`config.mk`:
```
export PLATFORM = sky130hd
export DESIGN_NAME = alu_input_sequencer
export DESIGN_NICKNAME = d
export VERILOG_FILES = /design/src/rtl/alu_input_sequencer.sv
export SDC_FILE = /design/constraint.sdc
export NUM_CORES = 1
export LEC_CHECK = 0
export CORE_ASPECT_RATIO = 2
export CORE_UTILIZATION = 30
export DETAILED_ROUTE_END_ITERATION = 8
export PLACE_DENSITY = 0.52
export SYNTH_ARGS = -nofsm -noshare
export SYNTH_HDL_FRONTEND = slang
export SYNTH_SLANG_ARGS = --single-unit
```
`constraint.sdc`:
```
create_clock -name clk -period 5.96 [get_ports clk]
set_input_delay 0.894 -clock clk [delete_from_list [all_inputs] [get_ports clk]]
set_output_delay 0.894 -clock clk [all_outputs]
set_load 0.03 [all_outputs]
```
`src/rtl/alu_input_sequencer.sv`:
```
// ---------------------------------------------------------------------------
// alu_input_sequencer
//
// Front-end stage sitting directly upstream of the ALU control FSM. It
// synchronises and debounces the raw LOAD and CONFIRM push-buttons, turns
// their debounced rising edges into press pulses, captures the operand and
// opcode switches, and drives the FSM handshake inputs as single-cycle
// registered pulses. Operands and opcode are frozen from capture until the
// FSM has had time to register its result (the HOLD phase).
//
// Ports:
//   clk              system clock, rising edge
//   reset            synchronous, active-high reset
//   btn_load_raw     raw LOAD button (asynchronous), 1 = pressed
//   btn_confirm_raw  raw CONFIRM button (asynchronous), 1 = pressed
//   sw_a, sw_b       operand switches (quasi-static)
//   sw_op            opcode switches (quasi-static)
//   operand_a/_b     registered operands to the FSM
//   switch_op        registered opcode to the FSM
//   handshaking      one-cycle pulse: new operands captured from IDLE
//   confirm_op       one-cycle pulse: operation confirmed
//   busy             high whenever the sequencer is not IDLE
//   seq_state        current state encoding (debug)
// ---------------------------------------------------------------------------
module alu_input_sequencer #(
    parameter int DEBOUNCE_CYCLES = 250000,
    parameter int CNT_W           = $clog2(DEBOUNCE_CYCLES + 1),
    parameter int HOLD_CYCLES     = 3
) (
    input  logic       clk,
    input  logic       reset,
    input  logic       btn_load_raw,
    input  logic       btn_confirm_raw,
    input  logic [1:0] sw_a,
    input  logic [1:0] sw_b,
    input  logic [1:0] sw_op,
    output logic [1:0] operand_a,
    output logic [1:0] operand_b,
    output logic [1:0] switch_op,
    output logic       handshaking,
    output logic       confirm_op,
    output logic       busy,
    output logic [1:0] seq_state
);

    // -----------------------------------------------------------------------
    // Constants
    // -----------------------------------------------------------------------
    localparam logic [1:0] ST_IDLE  = 2'b00;
    localparam logic [1:0] ST_ARMED = 2'b01;
    localparam logic [1:0] ST_HOLD  = 2'b10;

    localparam int HOLD_W = $clog2(HOLD_CYCLES + 1);

    // The level flips on the edge where the counter would reach
    // DEBOUNCE_CYCLES, i.e. after exactly DEBOUNCE_CYCLES disagreeing cycles.
    localparam logic [CNT_W-1:0]  DEB_LAST  = CNT_W'(DEBOUNCE_CYCLES - 1);
    localparam logic [CNT_W-1:0]  CNT_ONE   = CNT_W'(1);
    localparam logic [CNT_W-1:0]  CNT_ZERO  = CNT_W'(0);
    localparam logic [HOLD_W-1:0] HOLD_LAST = HOLD_W'(HOLD_CYCLES - 1);
    localparam logic [HOLD_W-1:0] HOLD_ONE  = HOLD_W'(1);
    localparam logic [HOLD_W-1:0] HOLD_ZERO = HOLD_W'(0);

    // -----------------------------------------------------------------------
    // One debounce step: returns {next_level, next_count}.
    // A disagreement between the synchronised input and the accepted level
    // advances the counter; any agreement (including a glitch reverting)
    // clears it, so only an unbroken run of DEBOUNCE_CYCLES flips the level.
    // -----------------------------------------------------------------------
    function automatic logic [CNT_W:0] debounce_step(
        input logic             synced,
        input logic             level,
        input logic [CNT_W-1:0] count
    );
        logic [CNT_W:0] result;
        if (synced != level) begin
            if (count == DEB_LAST) begin
                result = {synced, CNT_ZERO};
            end else begin
                result = {level, count + CNT_ONE};
            end
        end else begin
            result = {level, CNT_ZERO};
        end
        return result;
    endfunction

    // -----------------------------------------------------------------------
    // Registers and next-state signals
    // -----------------------------------------------------------------------
    logic             load_sync1_r;
    logic             load_sync2_r;
    logic             confirm_sync1_r;
    logic             confirm_sync2_r;

    logic             load_deb_r;
    logic             confirm_deb_r;
    logic [CNT_W-1:0] load_cnt_r;
    logic [CNT_W-1:0] confirm_cnt_r;
    logic             load_deb_prev_r;
    logic             confirm_deb_prev_r;

    logic [CNT_W:0]   load_deb_next_s;
    logic [CNT_W:0]   confirm_deb_next_s;

    logic             load_p_s;
    logic             confirm_p_s;

    logic [1:0]       state_r;
    logic [1:0]       state_next_s;
    logic [HOLD_W-1:0] hold_cnt_r;
    logic [HOLD_W-1:0] hold_cnt_next_s;
    logic             capture_s;
    logic             handshaking_next_s;
    logic             confirm_op_next_s;

    logic [1:0]       operand_a_r;
    logic [1:0]       operand_b_r;
    logic [1:0]       switch_op_r;
    logic             handshaking_r;
    logic             confirm_op_r;
    logic             busy_r;

    // Two-flop synchronisers bring the raw buttons into the clk domain.
    always_ff @(posedge clk) begin
        if (reset) begin
            load_sync1_r    <= 1'b0;
            load_sync2_r    <= 1'b0;
            confirm_sync1_r <= 1'b0;
            confirm_sync2_r <= 1'b0;
        end else begin
            load_sync1_r    <= btn_load_raw;
            load_sync2_r    <= load_sync1_r;
            confirm_sync1_r <= btn_confirm_raw;
            confirm_sync2_r <= confirm_sync1_r;
        end
    end

    // Next debounced level and counter for both buttons.
    always_comb begin
        load_deb_next_s    = debounce_step(load_sync2_r, load_deb_r, load_cnt_r);
        confirm_deb_next_s = debounce_step(confirm_sync2_r, confirm_deb_r, confirm_cnt_r);
    end

    // Debounced levels, their counters and the one-cycle-old copies used
    // for rising-edge detection.
    always_ff @(posedge clk) begin
        if (reset) begin
            load_deb_r         <= 1'b0;
            load_cnt_r         <= CNT_ZERO;
            confirm_deb_r      <= 1'b0;
            confirm_cnt_r      <= CNT_ZERO;
            load_deb_prev_r    <= 1'b0;
            confirm_deb_prev_r <= 1'b0;
        end else begin
            load_deb_r         <= load_deb_next_s[CNT_W];
            load_cnt_r         <= load_deb_next_s[CNT_W-1:0];
            confirm_deb_r      <= confirm_deb_next_s[CNT_W];
            confirm_cnt_r      <= confirm_deb_next_s[CNT_W-1:0];
            load_deb_prev_r    <= load_deb_r;
            confirm_deb_prev_r <= confirm_deb_r;
        end
    end

    // Press pulses: debounced rising edges only. A held button stays at
    // level 1 and produces no further pulse until it is released.
    always_comb begin
        load_p_s    = load_deb_r & ~load_deb_prev_r;
        confirm_p_s = confirm_deb_r & ~confirm_deb_prev_r;
    end

    // Sequencer next-state logic, capture strobe and pulse requests.
    always_comb begin
        state_next_s       = state_r;
        hold_cnt_next_s    = hold_cnt_r;
        capture_s          = 1'b0;
        handshaking_next_s = 1'b0;
        confirm_op_next_s  = 1'b0;
        case (state_r)
            ST_IDLE: begin
                // A confirm press with nothing loaded is ignored.
                if (load_p_s) begin
                    state_next_s       = ST_ARMED;
                    capture_s          = 1'b1;
                    handshaking_next_s = 1'b1;
                end else begin
                    state_next_s = ST_IDLE;
                end
            end
            ST_ARMED: begin
                // Confirm takes priority over a simultaneous load so the
                // operands the FSM is about to use are not disturbed.
                if (confirm_p_s) begin
                    state_next_s      = ST_HOLD;
                    confirm_op_next_s = 1'b1;
                    hold_cnt_next_s   = HOLD_ZERO;
                end else if (load_p_s) begin
                    // Re-capture only; the FSM is already waiting, so no
                    // second handshake.
                    state_next_s = ST_ARMED;
                    capture_s    = 1'b1;
                end else begin
                    state_next_s = ST_ARMED;
                end
            end
            ST_HOLD: begin
                // Buttons are ignored while the FSM finishes its result.
                if (hold_cnt_r == HOLD_LAST) begin
                    state_next_s    = ST_IDLE;
                    hold_cnt_next_s = HOLD_ZERO;
                end else begin
                    state_next_s    = ST_HOLD;
                    hold_cnt_next_s = hold_cnt_r + HOLD_ONE;
                end
            end
            default: begin
                // Unreachable encoding: recover to IDLE.
                state_next_s    = ST_IDLE;
                hold_cnt_next_s = HOLD_ZERO;
            end
        endcase
    end

    // State, hold counter and the registered status/pulse outputs.
    always_ff @(posedge clk) begin
        if (reset) begin
            state_r       <= ST_IDLE;
            hold_cnt_r    <= HOLD_ZERO;
            handshaking_r <= 1'b0;
            confirm_op_r  <= 1'b0;
            busy_r        <= 1'b0;
        end else begin
            state_r       <= state_next_s;
            hold_cnt_r    <= hold_cnt_next_s;
            handshaking_r <= handshaking_next_s;
            confirm_op_r  <= confirm_op_next_s;
            busy_r        <= (state_next_s != ST_IDLE);
        end
    end

    // Operand and opcode registers: written only on a capture edge.
    always_ff @(posedge clk) begin
        if (reset) begin
            operand_a_r <= 2'b00;
            operand_b_r <= 2'b00;
            switch_op_r <= 2'b00;
        end else if (capture_s) begin
            operand_a_r <= sw_a;
            operand_b_r <= sw_b;
            switch_op_r <= sw_op;
        end else begin
            operand_a_r <= operand_a_r;
            operand_b_r <= operand_b_r;
            switch_op_r <= switch_op_r;
        end
    end

    assign operand_a   = operand_a_r;
    assign operand_b   = operand_b_r;
    assign switch_op   = switch_op_r;
    assign handshaking = handshaking_r;
    assign confirm_op  = confirm_op_r;
    assign busy        = busy_r;
    assign seq_state   = state_r;

endmodule

```
# --- Word level (Yosys, flattened, before mapping) ---
# Index checks and enable logic that the tools add are counted.
totals:
  input_bits: 10
  word_cells: 57
  output_inout_bits: 11
  register_bits: 57
classes:
  reduce_logical: 9
  add_sub_neg: 3
  mux: 11
  bitwise_logic: 8
  eq_ne: 8
ops:
  columns: ["operator", "n"]
  rows:
  - ["adder 18 x 1 -> 18 bit, second input constant", 2]
  - ["== test 18 bit, second input constant", 2]
  - ["one-hot mux 2 bit (3 select lines)", 2]
  - ["2-to-1 mux 2 bit", 4]
  - ["inverter 1 bit", 6]
  - ["AND reduction 2 bit", 3]
  - ["OR reduction 3 bit", 2]
  - ["== test 2 bit, second input constant", 2]
  - ["2-to-1 mux 1 bit", 4]
  - ["OR reduction 2 bit", 2]
  - ["adder 2 x 1 -> 2 bit, second input constant", 1]
  - ["bitwise AND 1 bit", 2]
  - ["== test 2 x 1 -> 1 bit, second input constant", 1]
  - ["logical NOT 2 bit", 1]
  - ["inequality test 1 bit", 2]
  - ["inequality test 2 bit, second input constant", 1]
  - ["one-hot mux 1 bit (2 select lines)", 1]
  - ["nonzero test 2 bit", 1]

# --- Longest topological paths before layout ---
# Gate-level depths: netlist of the first run.
depth:
  word_depth: 5
  mapped_depth: 6
  ltp_nobuf: 5

# --- Worst setup path after synthesis of the first run ---
# No wires, ideal clock.
synth_timing:
  kind: "register to register"
  from: "register load_cnt_r[13]"
  to: "register load_cnt_r[10]"
  period_less_slack_ps: 1895
  stages_incl_launch_ff: 6
  setup_ps: 115
  setup_slack_ps: 4065
  arrival_ps: 1780
  path_cell_list: "dfxtp_1 or4_1 or4_4 o21ai_4 buf_6 nor2_1"
synth_between:
  elab_chain_cells: 2
synth_rtl:
  columns: ["item", "line", "source"]
  rows:
  - ["start: declaration", "98", "logic [CNT_W-1:0] load_cnt_r;"]
  - ["start signal: assignment", "157", "load_cnt_r <= load_deb_next_s[CNT_W-1:0];"]
  - ["== test 18 bit", "77", "if (count == DEB_LAST) begin"]
  - ["OR reduction 3 bit (no line)", null, null]
# Every way passes these cells.
# A chain may end at the register's enable or synchronous reset.

# --- Final worst setup path of the first run ---
layout_timing:
  from: "register state_r[1] (netlist: seq_state[1])"
  to: "output seq_state[1]"
layout_lines:
  columns: ["item", "line", "source"]
  rows:
  - ["start: declaration", "109", "logic [1:0] state_r;"]
  - ["start signal: assignment", "233", "state_r <= state_next_s;"]
  - ["end: declaration", "43", "output logic [1:0] seq_state"]
# No word-level cell between the ends.

==> metrics.md, run 1 <==
| Metric | Value |
|---|---|
| Outcome | completed |
| Final setup margin | 3.49 ns |
| CP max-delay cell | clkdlybuf4s50_1 |
| Die area | 8370 sq um |
| Hold path start | confirm_sync1_r |
| GRT Total Usage | 13.4% |
| Largest net degree at the start of global routing | 24 |
| Post-synthesis average cell area | 9.32 sq um |
| Crit. Startpoint | seq_state[1] |
| Combinational share of power | 1.4% |
| Vias in the first global route | 1808 |
| Setup Fix Bufs, Post-CTS | 0 |
| Setup CP Type | reg -> out |
| Post-CTS resize count | 0 |
| Clk pwr share | 56.9% |
| N_diodes | 0 |
| FF+latch area | 1140 sq um |
| DRT iter0 DRCs | 60 |
| Clock Latency Late Sink | 0.33 ns |
| Die Ht | 128 um |
| Global route overflow | 0 |
| GR peak layer | met2 |
| Clk sinks | 57 |
| Crit start category | flop |
| DRC Markers | 0 |
| # hold bufs at CTS | 0 |
| Power Total | 0.921 mW |
| Grt met1 use | 12.7% |
| Sequential cell area fraction in the yosys report | 47.6% |
| Fraction of registers with async set/reset | 0% |
| Post-Route WL | 4.90 mm |
| Post-synthesis instance area | 2390 sq um |
| Global-route wire length before repair | 8.34 mm |
| I/O pins | 21 |
| CP Cell Sequence | clkdlybuf4s50_1 |
| EDFF count, synth | 0 |
| Worst-case clock buffer depth | 2 |
| Clock tree from TritonCTS | built |
| Syn Nets | 269 |
| Clock Skew | 0.00619 ns |
| Setup-failing EPs final | 0 |
| Worst hold path type | reg -> reg |
| TritonRoute pass-1 iters | 4 |
| Area of the multi-input gates | 1180 sq um |
| Final Non-Filler Cells | 379 |
| Tmin final | 2.47 ns |
| Setup WS pre-CTS | 3.34 ns |
| Crit-path leading delay family | buffers and inverters |
| Core ar. | 7660 sq um |
| Area leader, netlist | dfxtp_1 |
| Post-synth cell types | 39 |
| Hold Vio Cnt, Final | 0 |
| Top FF cell, synth | dfxtp_1 |
| Internal Power | 0.747 mW |
| Grt met3 use | 4.70% |
| CTS Buf Count | 9 |
| Flops & latches, synth | 57 |
| RSZ-0062 raised after global routing | no |
| CP bufs+invs | 1 |
| WP data arrival | 1.58 ns |
| Actual slew at the worst max-slew pin | 0.989 ns |
| Placed instance area | 2670 sq um |
| Fin nets | 292 |
| Setup TNS | 0 ns |
| Power Density | 309 nW/um^2 |
| Worst path required time | 5.07 ns |
| Root Buffer | clkbuf_16 |
| Met2 usage | 23.7% |
| Die Width | 65.2 um |
| Synth Warn # | 0 |
| DR WL/cell | 12.9 um |
| Fmax | 404 MHz |
| Crit end category | primary output |
| Seq pwr share | 41.7% |
| Antenna violations before repair | 0 |
| Peak supply drop | 0.000165 V |
| Psw | 0.174 mW |
| CP max stage delay | 0.74 ns |
| Fill cells | 799 |
| Reg-to-Reg Start | load_cnt_r[13] |
| Synth top area share | 47.6% |
| Via count | 1803 |
| Crit-path max FO | 10 |
| Ranking of synthesized cells by area | dfxtp_1 (48%), xnor2_1 (8.4%), nor2_1 (7.8%) |
| Finished Cell Area | 2980 sq um |
| Layout area overhead | 24.5% |
| Max_cap viols | 0 |
| Slew Limit Fails | 0 |
| Worst slew margin | 33.9% |
| H-tree levels | 3 |
| DR vias/cell | 4.76 |
| Switching share of power | 18.9% |
| Antenna Nets Post-Route | 0 |
| Worst-path clk slew | 0.05 ns |
| Placed Cells | 363 |
| Leakage | 0.930 nW |
| Proportion of layout cells with a drive suffix above 1 | 8.42% |
| Starting density of the core | 31.3% |
| PortBufs | 20 |
| RePlAce Congestion | 0.747 |
| Post-Synthesis Cells | 257 |
| Final worst path period share | 41.5% |
| Post-DP HPWL | 3.52 mm |
| # rows | 45 |
## layer usage
layer	share of wire, %	vias to the layer above	wire length [um]
met4	2.9	0	143
met1	38	828	1880
met3	3.6	14	176
li1	-	944	-
met5	0	-	0
met2	55	17	2700
## synth_stat cells (2+ instances only)
cell type / count
dfxtp_1: 57
nor2_1: 50
xnor2_1: 23
nand3_1: 15
nor4_1: 11
inv_1: 9
nand4_1: 9
nor2b_1: 8
nand2_1: 7
xor2_1: 7
mux2i_1: 6
nor3_1: 6
a21oi_1: 5
clkbuf_1: 5
o41ai_1: 4
and4_1: 3
nand2b_1: 3
buf_2: 2
ha_1: 2
mux2_2: 2
o21ai_0: 2
or3_1: 2
or4b_1: 2
or4b_2: 2
## final cells by class
| class | count | share of cell area (%) |
|---|---|---|
| Tap cell | 94 | 3.94 |
| Timing Repair Buffer | 20 | 6.71 |
| Inverter | 9 | 1.13 |
| Sequential cell | 57 | 38.3 |
| Clock inverter | 2 | 1.17 |
| Clock buffer | 14 | 9.19 |
| Multi-Input combinational cell | 183 | 39.6 |
## flip-flops by register name, summed over array words and instances, names as in the netlist, 2 cells and up
signal	cells
operand_b	2
hold_cnt_r	2
seq_state	2
confirm_cnt_r	18
operand_a	2
load_cnt_r	18
switch_op	2
## power groups by stage
stage                     clock (mW)  sequential, mW  combinational (mW)
after CTS                      0.539           0.384              0.0133
after floorplan                    0           0.392             0.00619
after detailed placement           0           0.392              0.0132
after global routing           0.557           0.384              0.0143
after global placement             0           0.392              0.0131
final                          0.524           0.384              0.0129
## layout by cell type, fill, tap and decap left out, types with 8 or more instances in the layout
cell,n
nor4_1,11
nand4_1,9
clkdlybuf4s50_1,20
nor2b_1,8
xnor2_1,23
nor2_1,50
nand3_1,15
clkbuf_16,9
dfxtp_1,57
inv_1,9
## stage by stage
stage / utilization [%] / hold WS (ns)
2_1_floorplan: - / 0.414
3_3_place_gp: 34.9 / 0.422
3_5_place_dp: 34.9 / 0.427
4_1_cts: 38.9 / 0.442
5_1_grt: 38.9 / 0.464
6_report: 38.9 / 0.443
## cells by family (layout without fill, tap and decap cells)
group / after synthesis / count (layout) / share of synthesized area [%]
and+or+nand+nor: 128 / 128 / 28.4
DFF: 57 / 57 / 47.6
xor gates and xnor gates: 30 / 30 / 11.0
buffers and inverters: 17 / 45 / 3.08
AOI/OAI and AO/OA: 15 / 15 / 5.38
muxes: 8 / 8 / 3.45
adders and majority gates: 2 / 2 / 1.04
## path summary, 6_finish.rpt
kind / to / slack [ns] / cells past startpoint
min: confirm_sync2_r / 0.44 / 1
min reg2reg: confirm_sync2_r / 0.44 / 1
max reg2reg: load_cnt_r[12] / 3.87 / 4
max: seq_state[1] / 3.49 / 1
Power figures use the tool's default switching activity.
==> inputs of run 2 (changes only) <==
PLACE_DENSITY = 0.54   (was 0.52)
clock period = 2.1 ns   (was 5.96 ns; I/O delays follow)
==> run 2 against run 1 <==
Net effect: non-clock buffer count increased by 11; first-iteration DRC count increased by 57%; clock skew about the same; clock power increased to 3.1 times the previous value; combinational power increased to 3.4 times the previous value; hold slack improved by 0.0061 ns; count of clock-buffer cells in the layout decreased by 5; sequential power increased to 2.8 times the previous value; total power increased to 3.0 times the previous value; cell count increased by 2.9%; global-route usage increased by 0.11 points; largest power group unchanged.
==> metrics.md, run 2 (synthesized netlist as in run 1, its figures left out) <==
| Metric | Value |
|---|---|
| Core ar. | 7660 sq um (unchanged) |
| Largest net degree at the start of global routing | 18 (-25%) |
| Antenna Nets Post-Route | 0 (unchanged) |
| Root Buffer | clkbuf_16 |
| Hold_ws | 0.449 ns (+0.00613 ns) |
| Internal Power | 2.27 mW (+200%) |
| Power Total | 2.78 mW (+200%) |
| Combinational share of power | 1.6% (+0.2 points) |
| Setup CP Type | reg -> reg |
| # rows | 45 (unchanged) |
| Reg2reg end | load_cnt_r[17] |
| Switching share of power | 18.5% (-0.44 points) |
| Slew Limit Fails | 0 (unchanged) |
| Worst path required time | 2.30 ns (-2.77 ns) |
| Fin nets | 303 (+3.8%) |
| Via count | 1881 (+4.3%) |
| Post-Route WL | 4.98 mm (+1.7%) |
| GRT Total Usage | 13.5% (+0.11 points) |
| DR WL/cell | 12.8 um (-1.1%) |
| Setup-failing EPs final | 0 (unchanged) |
| Reg-to-Reg Start | load_cnt_r[13] |
| Fmax | 515 MHz |
| Layout area overhead | 29.9% |
| Global-route wire length before repair | 8.41 mm (+0.91%) |
| Peak supply drop | 0.000580 V (+250%) |
| Vias in the first global route | 1862 (+3.0%) |
| Die Ht | 128 um (unchanged) |
| Crit start category | flop |
| Crit. Startpoint | load_cnt_r[13] |
| WP data arrival | 2.14 ns (+0.56 ns) |
| Post-CTS resize count | 0 (unchanged) |
| N_diodes | 0 (unchanged) |
| Most frequent cells in the layout | dfxtp_1 (57), nor2_1 (50), xnor2_1 (23), clkdlybuf4s50_1 (20), nand3_1 (15) |
| Biggest regs | confirm_cnt_r: 18 flops, load_cnt_r: 18 flops |
| Proportion of layout cells with a drive suffix above 1 | 12.5% (+4.1 points) |
| Outcome | completed |
| R2R setup slack | 0.16 ns (-3.71 ns) |
| RSZ-0062 raised after global routing | no |
| Antenna violations before repair | 0 (unchanged) |
| Setup Fix Bufs, Post-CTS | 0 (unchanged) |
| PortBufs | 20 (unchanged) |
| Crit end category | flop |
| # hold bufs at CTS | 0 (unchanged) |
| Max_cap viols | 0 (unchanged) |
| Crit-path max FO | 17 (+7) |
| Setup TNS | 0 ns (unchanged) |
| Die area | 8370 sq um (unchanged) |
| DRC Markers | 0 (unchanged) |
| Post-DP HPWL | 3.72 mm (+5.8%) |
| H-tree levels | 3 (unchanged) |
| Power Density | 894 nW/um^2 (+190%) |
| Clock Skew | 0.00630 ns (+0.000109 ns) |
| DRT iter0 DRCs | 94 (+57%) |
| Worst slew margin | 58.3% (+24 points) |
| Worst-path clk slew | 0.05 ns (about the same) |
| Clock tree from TritonCTS | built |
| CTS Buf Count | 9 (unchanged) |
| Leakage | 0.996 nW (+7.1%) |
| Clk sinks | 57 (unchanged) |
| DR vias/cell | 4.82 (+1.4%) |
| Actual slew at the worst max-slew pin | 0.622 ns (-0.366 ns) |
| Seq pwr share | 39.2% (-2.5 points) |
| Global route overflow | 0 (unchanged) |
| Clk pwr share | 59.3% (+2.4 points) |
| Starting density of the core | 31.3% (unchanged) |
| TritonRoute pass-1 iters | 4 (unchanged) |
| Hold Vio Cnt, Final | 0 (unchanged) |
| Psw | 0.514 mW (+200%) |
| Die Width | 65.2 um (unchanged) |
| Critical Path End | load_cnt_r[17] |
| Final worst path period share | 92.4% |
| Reg2reg path depth | 5 (+1) |
| Most common cell after layout, fill and taps aside | dfxtp_1 |
| RePlAce Congestion | 0.775 (+3.6%) |
| Worst-case clock buffer depth | 2 (unchanged) |
| Clock Latency Late Sink | 0.32 ns (about the same) |
| Worst hold path type | reg -> reg |
| I/O pins | 21 (unchanged) |
| Tmin final | 1.94 ns |
run 2: cell types whose count changed in the layout (fill, tap and decap cells not counted):
cell / change
bufinv_16: +2
buf_12: +1
buf_4: +10
clkbuf_8: -3
clkinvlp_4: +2
clkbuf_1: -2
clkinv_4: +1
run 2: worst min-delay path by stage:
stage / startpoint / end / slack (ns) / cells after the start
floorplan: reset / confirm_deb_prev_r / 0.40 / 1
global placement: load_sync1_r / load_sync2_r / 0.43 / 1
detailed placement: load_sync1_r / load_sync2_r / 0.45 / 1
CTS: load_sync1_r / load_sync2_r / 0.45 / 1
global route: load_sync1_r / load_sync2_r / 0.47 / 1
finish: load_sync1_r / load_sync2_r / 0.45 / 1
run 2: power groups by stage:
stage,clock (mW),sequential [mW],combinational [mW]
6_report,1.65,1.09,0.0435
5_1_grt,1.75,1.09,0.0477
4_1_cts,1.69,1.09,0.0444
3_5_place_dp,0,1.11,0.0440
3_3_place_gp,0,1.11,0.0440
2_1_floorplan,0,1.11,0.0176
run 2: cell type report:
type / instances / area (sq um)
fillers: 810 / 4550
multi-input cells: 183 / 1180
flip-flops and latches: 57 / 1140
repair buffers: 31 / 295
clock buffers: 9 / 225
clock inverters: 7 / 119
well taps: 94 / 118
inverters: 9 / 33.8
run 2: stage by stage:
step / util (%) / cell area (sq um) / instances / setup slack (ns)
5_1_grt: 40.6 / 3110 / 390 / 0.0966
4_1_cts: 40.6 / 3110 / 390 / 0.163
6_report: 40.6 / 3110 / 390 / 0.159
2_1_floorplan: - / 2390 / 257 / 0.205
3_5_place_dp: 36.1 / 2770 / 374 / 0.170
3_3_place_gp: 36.1 / 2770 / 374 / 0.206
run 2: worst max-delay path, cell delays in order, from the launching register on:
cell	delay [ns]
dfxtp_1	0.35
or4_1	0.55
or4_4	0.56
o21ai_4	0.16
buf_12	0.16
a21oi_1	0.04
run 2: layer usage:
metal / up-vias / track usage [%] / share of wire (%)
li1: 965 / - / -
met1: 884 / 12.7 / 38
met2: 18 / 24.6 / 57
met3: 14 / 3.72 / 2.1
met4: 0 / 8.57 / 3.4
met5: - / 0 / 0
